File: src/rtl/blit_pkg.sv
// Shared types and default geometry for the sprite blitter (FSM states, signed coordinates).
package blit_pkg;

  localparam int DEF_SPR_W  = 100;
  localparam int DEF_SPR_H  = 100;
  localparam int DEF_FB_W   = 320;
  localparam int DEF_FB_H   = 240;
  localparam int DEF_ROM_AW = 14;
  localparam int DEF_FB_AW  = 17;
  localparam int DEF_PIX_W  = 8;

  typedef logic signed [10:0] coord_t;

  typedef enum logic [1:0] {
    IDLE  = 2'd0,
    RUN   = 2'd1,
    DRAIN = 2'd2
  } blit_state_t;

endpackage

File: src/rtl/blit_addr_gen.sv
// Sprite raster walker: sx/sy counters, linear ROM address and last-pixel flag.
module blit_addr_gen
  import blit_pkg::*;
#(
  parameter int SPR_W  = DEF_SPR_W,
  parameter int SPR_H  = DEF_SPR_H,
  parameter int ROM_AW = DEF_ROM_AW
) (
  input  logic                       clk,
  input  logic                       srst,
  input  logic                       clear_i,
  input  logic                       advance_i,
  output logic [$clog2(SPR_W)-1:0]   sx_o,
  output logic [$clog2(SPR_H)-1:0]   sy_o,
  output logic [ROM_AW-1:0]          rom_addr_o,
  output logic                       last_o
);

  localparam int SXW = $clog2(SPR_W);
  localparam int SYW = $clog2(SPR_H);
  localparam logic [SXW-1:0] SX_MAX = SXW'(SPR_W - 1);
  localparam logic [SYW-1:0] SY_MAX = SYW'(SPR_H - 1);

  logic [SXW-1:0]    sx_q, sx_d;
  logic [SYW-1:0]    sy_q, sy_d;
  logic [ROM_AW-1:0] addr_q, addr_d;

  // The address is a running count, so sy*SPR_W + sx never needs a multiplier.
  always_comb begin
    sx_d   = sx_q;
    sy_d   = sy_q;
    addr_d = addr_q;
    if (clear_i) begin
      sx_d   = '0;
      sy_d   = '0;
      addr_d = '0;
    end else if (advance_i) begin
      addr_d = addr_q + 1'b1;
      if (sx_q == SX_MAX) begin
        sx_d = '0;
        sy_d = sy_q + 1'b1;
      end else begin
        sx_d = sx_q + 1'b1;
      end
    end
  end

  always_ff @(posedge clk) begin
    if (srst) begin
      sx_q   <= '0;
      sy_q   <= '0;
      addr_q <= '0;
    end else begin
      sx_q   <= sx_d;
      sy_q   <= sy_d;
      addr_q <= addr_d;
    end
  end

  assign sx_o       = sx_q;
  assign sy_o       = sy_q;
  assign rom_addr_o = addr_q;
  assign last_o     = (sx_q == SX_MAX) && (sy_q == SY_MAX);

endmodule

File: src/rtl/sprite_blitter.sv
// Copies one sprite from ROM into the frame buffer at a signed offset, clipping off-screen pixels.
// Optional BLIT_TRANSPARENCY_EN: pixels equal to TRANS_IDX are not written.
module sprite_blitter
  import blit_pkg::*;
#(
  parameter int SPR_W  = DEF_SPR_W,
  parameter int SPR_H  = DEF_SPR_H,
  parameter int FB_W   = DEF_FB_W,
  parameter int FB_H   = DEF_FB_H,
  parameter int ROM_AW = DEF_ROM_AW,
  parameter int FB_AW  = DEF_FB_AW,
  parameter int PIX_W  = DEF_PIX_W
`ifdef BLIT_TRANSPARENCY_EN
  ,
  parameter int TRANS_IDX = 0
`endif
) (
  input  logic              vga_clk,
  input  logic              reset,
  input  logic              start,
  input  logic [10:0]       dest_x,
  input  logic [10:0]       dest_y,
  output logic              busy,
  output logic              done,
  output logic [ROM_AW-1:0] rom_addr,
  input  logic [PIX_W-1:0]  rom_q,
  output logic              fb_we,
  output logic [FB_AW-1:0]  fb_addr,
  output logic [PIX_W-1:0]  fb_data
);

  localparam int SXW = $clog2(SPR_W);
  localparam int SYW = $clog2(SPR_H);
  localparam logic signed [11:0] FB_W_S = 12'(FB_W);
  localparam logic signed [11:0] FB_H_S = 12'(FB_H);
  localparam logic [FB_AW-1:0]   FB_W_A = FB_AW'(FB_W);

  blit_state_t state_q, state_d;
  coord_t      dx_q, dy_q;
  logic        done_q, done_d;
  logic        accept, clear, advance, last;
  logic [SXW-1:0] sx;
  logic [SYW-1:0] sy;

  logic              pipe_vld_q;
  logic signed [11:0] px_q, py_q, px_d, py_d;
  logic [FB_AW-1:0]  wr_addr_q, new_addr;
  logic [PIX_W-1:0]  wr_data_q;
  logic              in_bounds, opaque;

  blit_addr_gen #(
    .SPR_W  (SPR_W),
    .SPR_H  (SPR_H),
    .ROM_AW (ROM_AW)
  ) u_addr_gen (
    .clk        (vga_clk),
    .srst       (reset),
    .clear_i    (clear),
    .advance_i  (advance),
    .sx_o       (sx),
    .sy_o       (sy),
    .rom_addr_o (rom_addr),
    .last_o     (last)
  );

  always_comb begin
    state_d = state_q;
    done_d  = 1'b0;
    accept  = 1'b0;
    clear   = 1'b0;
    advance = 1'b0;
    case (state_q)
      IDLE: begin
        if (start) begin
          accept  = 1'b1;
          clear   = 1'b1;
          state_d = RUN;
        end
      end
      RUN: begin
        advance = 1'b1;
        if (last) state_d = DRAIN;
      end
      DRAIN: begin
        done_d  = 1'b1;
        state_d = IDLE;
      end
      default: state_d = IDLE;
    endcase
  end

  // Screen coordinates travel one cycle behind the ROM address so they meet rom_q.
  assign px_d = {dx_q[10], dx_q} + 12'(sx);
  assign py_d = {dy_q[10], dy_q} + 12'(sy);

  always_ff @(posedge vga_clk) begin
    if (reset) begin
      state_q    <= IDLE;
      done_q     <= 1'b0;
      dx_q       <= '0;
      dy_q       <= '0;
      pipe_vld_q <= 1'b0;
      px_q       <= '0;
      py_q       <= '0;
      wr_addr_q  <= '0;
      wr_data_q  <= '0;
    end else begin
      state_q    <= state_d;
      done_q     <= done_d;
      pipe_vld_q <= (state_q == RUN);
      px_q       <= px_d;
      py_q       <= py_d;
      if (accept) begin
        dx_q <= coord_t'(dest_x);
        dy_q <= coord_t'(dest_y);
      end
      if (fb_we) begin
        wr_addr_q <= new_addr;
        wr_data_q <= rom_q;
      end
    end
  end

  assign in_bounds = (px_q >= 12'sd0) && (px_q < FB_W_S) &&
                     (py_q >= 12'sd0) && (py_q < FB_H_S);

`ifdef BLIT_TRANSPARENCY_EN
  assign opaque = (rom_q != PIX_W'(TRANS_IDX));
`else
  assign opaque = 1'b1;
`endif

  // Only consumed when in_bounds, where py*FB_W + px always fits in FB_AW bits.
  assign new_addr = FB_AW'($unsigned(py_q)) * FB_W_A + FB_AW'($unsigned(px_q));

  assign fb_we   = pipe_vld_q && in_bounds && opaque;
  assign fb_addr = fb_we ? new_addr : wr_addr_q;
  assign fb_data = fb_we ? rom_q    : wr_data_q;
  assign busy    = (state_q != IDLE);
  assign done    = done_q;

endmodule
File: config.mk
export PLATFORM = sky130hd
export DESIGN_NAME = sprite_blitter
export DESIGN_NICKNAME = d
export VERILOG_FILES = /design/src/rtl/blit_pkg.sv /design/src/rtl/blit_addr_gen.sv /design/src/rtl/sprite_blitter.sv
export SDC_FILE = /design/constraint.sdc
export NUM_CORES = 1
export LEC_CHECK = 0
export ABC_AREA = 1
export CORE_ASPECT_RATIO = 1.4
export CORE_MARGIN = 3
export CORE_UTILIZATION = 31
export CTS_BUF_LIST = sky130_fd_sc_hd__clkbuf_16
export DETAILED_ROUTE_END_ITERATION = 16
export GPL_ROUTABILITY_DRIVEN = 0
export PLACE_DENSITY = 0.5
export SKIP_LAST_GASP = 1
export SYNTH_ARGS = -nofsm -noshare
export SYNTH_HDL_FRONTEND = slang
export SYNTH_SLANG_ARGS = --single-unit
File: constraint.sdc
create_clock -name vga_clk -period 5.8 [get_ports vga_clk]
set_input_delay 0.58 -clock vga_clk [delete_from_list [all_inputs] [get_ports vga_clk]]
set_output_delay 0.58 -clock vga_clk [all_outputs]
set_load 0.05 [all_outputs]
==> impl.org <==
** Routing
- The pre-antenna-repair detailed-routing pass consisted of 4 iterations.
- The final layout contains routed wiring with a total length of 11,890 um.
- Number of routed nets with antenna violations :: 0
- Routed wire length on met2 :: 5850 um
- Residual DRC :: 0
- In the final routing, the length of wire on met1 measures 5317 um.
- Detail Route met3 WL :: 530 um
- After the first detailed-routing iteration, the DRC count stood at 217.
- After detailed routing, the number of vias per cell comes to 4.618.
- The final route contains 4,516 vias.
- Top routing layer used :: met4
- Dividing the detail-routed wire length by the instance count gives 12.16 um.

** Power
- Max IR drop VDD :: 0.1355 mV
- Overall power of the completed layout :: 0.001684 W
- For this design the ratio of total power to cell area is 261.2 mW/mm2.
- For this design the static power due to leakage is 2.972 nW.

** Yosys
- After synthesis, the share of flip-flops with an asynchronous set or reset is 0.
- Main area contributors after synthesis :: sky130_fd_sc_hd__dfxtp_1 (39%), sky130_fd_sc_hd__nand2_1 (9.9%), sky130_fd_sc_hd__ha_1 (9.1%)
- After synthesis, the share of cell area in mux cells is 0.
- Synthesis produced a netlist whose cell count is 706.
- Top flip-flop cell by instance count after synthesis :: sky130_fd_sc_hd__dfxtp_1
- After synthesis, the netlist uses 41 different library cells.
- Ys Warns :: 0
- Of the total synthesized cell area, the portion taken by XOR and XNOR cells is 0.02009.
- Cell type with the largest total area after synthesis :: sky130_fd_sc_hd__dfxtp_1
- Adder-cell share of the synthesized area :: 0.1062
- After synthesis, the largest family of logic cells by area is simple AND/OR/NAND/NOR gates.
- Of the total synthesized cell area, the portion taken by AND, OR, NAND and NOR gates is 0.2659.
- Syn_area_per_cell :: 7.411 um2
- Number of synthesized flops with an enable pin :: 0
- Number of register bits inferred by synthesis :: 103
- The mapped netlist covers 0.005233 mm2.
- Post-synthesis compound-gate area fraction :: 0.1251
- Share of the synthesized area in the top cell type :: 0.3941
- Share of the yosys chip area belonging to registers :: 0.3941
- Net count after synthesis :: 781

** Clock tree
- In this run the number of H-tree levels came out at 3.
- CTS Root Cell :: sky130_fd_sc_hd__clkbuf_16
- Total clock sinks :: 103
- For the worst-skew pair, the clock arrives at the later sink with an insertion delay of 0.35 ns.
- Clock edge transition at the registers on the reported setup and hold paths :: 0.07 ns
- Clock tree synthesis inserted a total of 9 buffers.
- Clock Path Buffers :: 2
- TritonCTS built the clock tree.
- Total of hold buffers inserted after clock tree synthesis :: 0
- Number of post-CTS setup repair buffers :: 0
- Number of gates resized after cts :: 0

** Final layout
- Fill cells in the final layout number 1,721.
- For this run, the share of the core covered by cells in the final layout is 0.3937.
- The area growth from synthesis to layout is 23.22%.
- The final layout contains 850 nets.
- Number of diodes :: 0
- Of the cells placed in the final design, the portion with a size suffix greater than 1 is 0.07189.
- Leaving out filler cells and counting taps, the final layout contains 978.

** Critical path
- STA puts the critical path data arrival time at 3.90 ns.
- On the worst path, the slowest cell contributes a delay of 0.79 ns.
- Max stage delay cell, worst path :: sky130_fd_sc_hd__clkdlybuf4s50_1
- STA classifies the critical path startpoint as a flip-flop.
- Worst path buffer plus inverter count :: 2
- STA classifies the critical path endpoint as an output pin.
- Kind of cell adding the most delay to the critical path :: adder cells
- Walking the worst path, the cells encountered are ha_1, ha_1, fa_1, xor2_1, ha_1, nand2_1, a21oi_1, nor3_1, nor2_2, nand2_1, nand2_1, nand2_1, o21ai_1, inv_1, clkdlybuf4s50_1.
- In this run the worst path has a maximum fanout of 5.
- In this design, the critical path's most frequently occurring cell is sky130_fd_sc_hd__nand2_1.
- Data on the critical path is required at its endpoint by 5.22 ns.
- Category of the most critical setup path :: flip-flop to output pin

** Placed design
- Buffers added on ports :: 74
- The number of placed instances, taps included, is 963.
- Post-placement worst setup slack :: 1.702 ns
- Detailed Place HPWL :: 8918 um

** Floorplan
- Horizontal extent of the die :: 115.8 um
- In this run the standard cell core region covers 0.01638 mm2.
- The die is 159.7 um tall.
- The initial utilization of the core area, before any placement, comes to 0.3195.
- Row count :: 55
- IO Pins :: 75
- Die Footprint :: 0.01850 mm2

** Timing
- After layout, the minimum clock period comes to 4.480 ns.
- Setup violations remaining at the end of the flow were counted as 0.
- At the pin with the least slew margin, the transition time is 0.9916 ns.
- After routing, the total negative slack on setup checks comes to 0 ns.
- Hold violation total from the final report :: 0
- Share of the cycle needed by the critical path after routing :: 0.7723
- Setup repair after global routing left no endpoint under its margin.
- Final setup slack of the worst path :: 1.320 ns
- Clock Skew :: 0.01053 ns
- Measured against its own limit, the worst slew margin works out to 0.3349.
- Timing would allow up to 223.2 MHz.
- The number of max-slew violations in the final report is 0.

** Status
- Run status :: finished, final reports clean

** GRT
- Global-route usage over all layers :: 0.1365
- The number of global-route vias before repair is 4,364.
- Initial antenna violation count :: 0
- Pin count of the biggest net entering global routing :: 39
- Wire length of the first global-routing pass :: 20,400 um
- Overall overflow remaining after global route :: 0

** Min path
- Worst hold path type :: flip-flop to flip-flop

** Job
- Across the run, the number of max-cap violations was 0.
[cells by family (layout without fill, tap and decap cells)]
kind of cell | Yosys count | count (layout)
fa+ha+maj | 42 | 42
xor+xnor | 12 | 12
flops | 103 | 103
buf+inv | 120 | 193
compound gates | 124 | 124
simple gates | 305 | 305
[cell type report]
| class | count | area [um2] | area share |
|---|---|---|---|
| Multi-Input combinational cell | 483 | 2706 | 0.4198 |
| Inverter | 101 | 379.1 | 0.05880 |
| Timing Repair Buffer | 77 | 763.2 | 0.1184 |
| Clock buffer | 9 | 225.2 | 0.03493 |
| Sequential cell | 103 | 2062 | 0.3198 |
| Clock inverter | 6 | 62.56 | 0.009703 |
| Tap cell | 199 | 249.0 | 0.03862 |
[power by group]
| part | switching, W | total [W] | internal, W |
|---|---|---|---|
| registers | 0.0000186 | 0.000761 | 0.000742 |
| clock network | 0.000268 | 0.000598 | 0.000331 |
| logic | 0.000207 | 0.000325 | 0.000118 |
[flip-flops by register name (all words and copies together), names as in the netlist, 8 cells and up]
register	count
py_q	12
dy_q	11
wr_data_q	8
dx_q	11
wr_addr_q	17
px_q	12
u_addr_gen.rom_addr_o	14
[path summary, 6_finish.rpt]
kind                               from  slack, ns  depth (start not counted)                       end
setup / recovery     py_q[1]$_SDFF_PP0_       1.32                         15               fb_addr[14]
hold / removal    dx_q[10]$_SDFFE_PP0P_       0.46                          1       px_q[10]$_SDFF_PP0_
setup reg to reg     py_q[1]$_SDFF_PP0_       2.88                         15  wr_addr_q[14]$_SDFF_PP0_
hold reg to reg   dx_q[10]$_SDFFE_PP0P_       0.46                          1       px_q[10]$_SDFF_PP0_
[Yosys cell counts, drive strengths merged, types with 2 or more instances]
| library cell | number |
|---|---|
| o21ai | 58 |
| clkbuf | 9 |
| nand4 | 13 |
| inv | 100 |
| dfxtp | 103 |
| xor2 | 7 |
| buf | 10 |
| nand2 | 143 |
| a31oi | 2 |
| or2 | 23 |
| ha | 38 |
| nand3 | 44 |
| o21a | 3 |
| a211oi | 3 |
| fa | 4 |
| nor2 | 68 |
| nor3 | 9 |
| nor4 | 2 |
| a21oi | 54 |
| nand3b | 2 |
| xnor2 | 5 |
[per-layer routing]
layer	track usage	vias to the layer above
li1	-	2421
met1	0.1641	2008
met2	0.2302	73
met3	0.03525	14
met4	0.05277	0
met5	0	-
[per-stage QoR]
step	instance area [um2]	hold slack, ns
floorplan	5233	0.4225
global placement	6160	0.4421
detailed placement	6160	0.4481
CTS	6447	0.4596
global route	6447	0.4788
finish	6447	0.4590
[cell usage in the layout, fill, tap and decap left out, types with 9 or more instances in the layout]
cell and n:
sky130_fd_sc_hd__or2_2 20, sky130_fd_sc_hd__nor2_1 59, sky130_fd_sc_hd__o21ai_0 52, sky130_fd_sc_hd__dfxtp_1 103, sky130_fd_sc_hd__ha_1 38, sky130_fd_sc_hd__a21oi_1 53
sky130_fd_sc_hd__inv_1 99, sky130_fd_sc_hd__clkbuf_16 9, sky130_fd_sc_hd__nand2_1 138, sky130_fd_sc_hd__clkdlybuf4s50_1 74, sky130_fd_sc_hd__nand4_1 13, sky130_fd_sc_hd__nand3_1 42
Power figures use the tool's default switching activity.
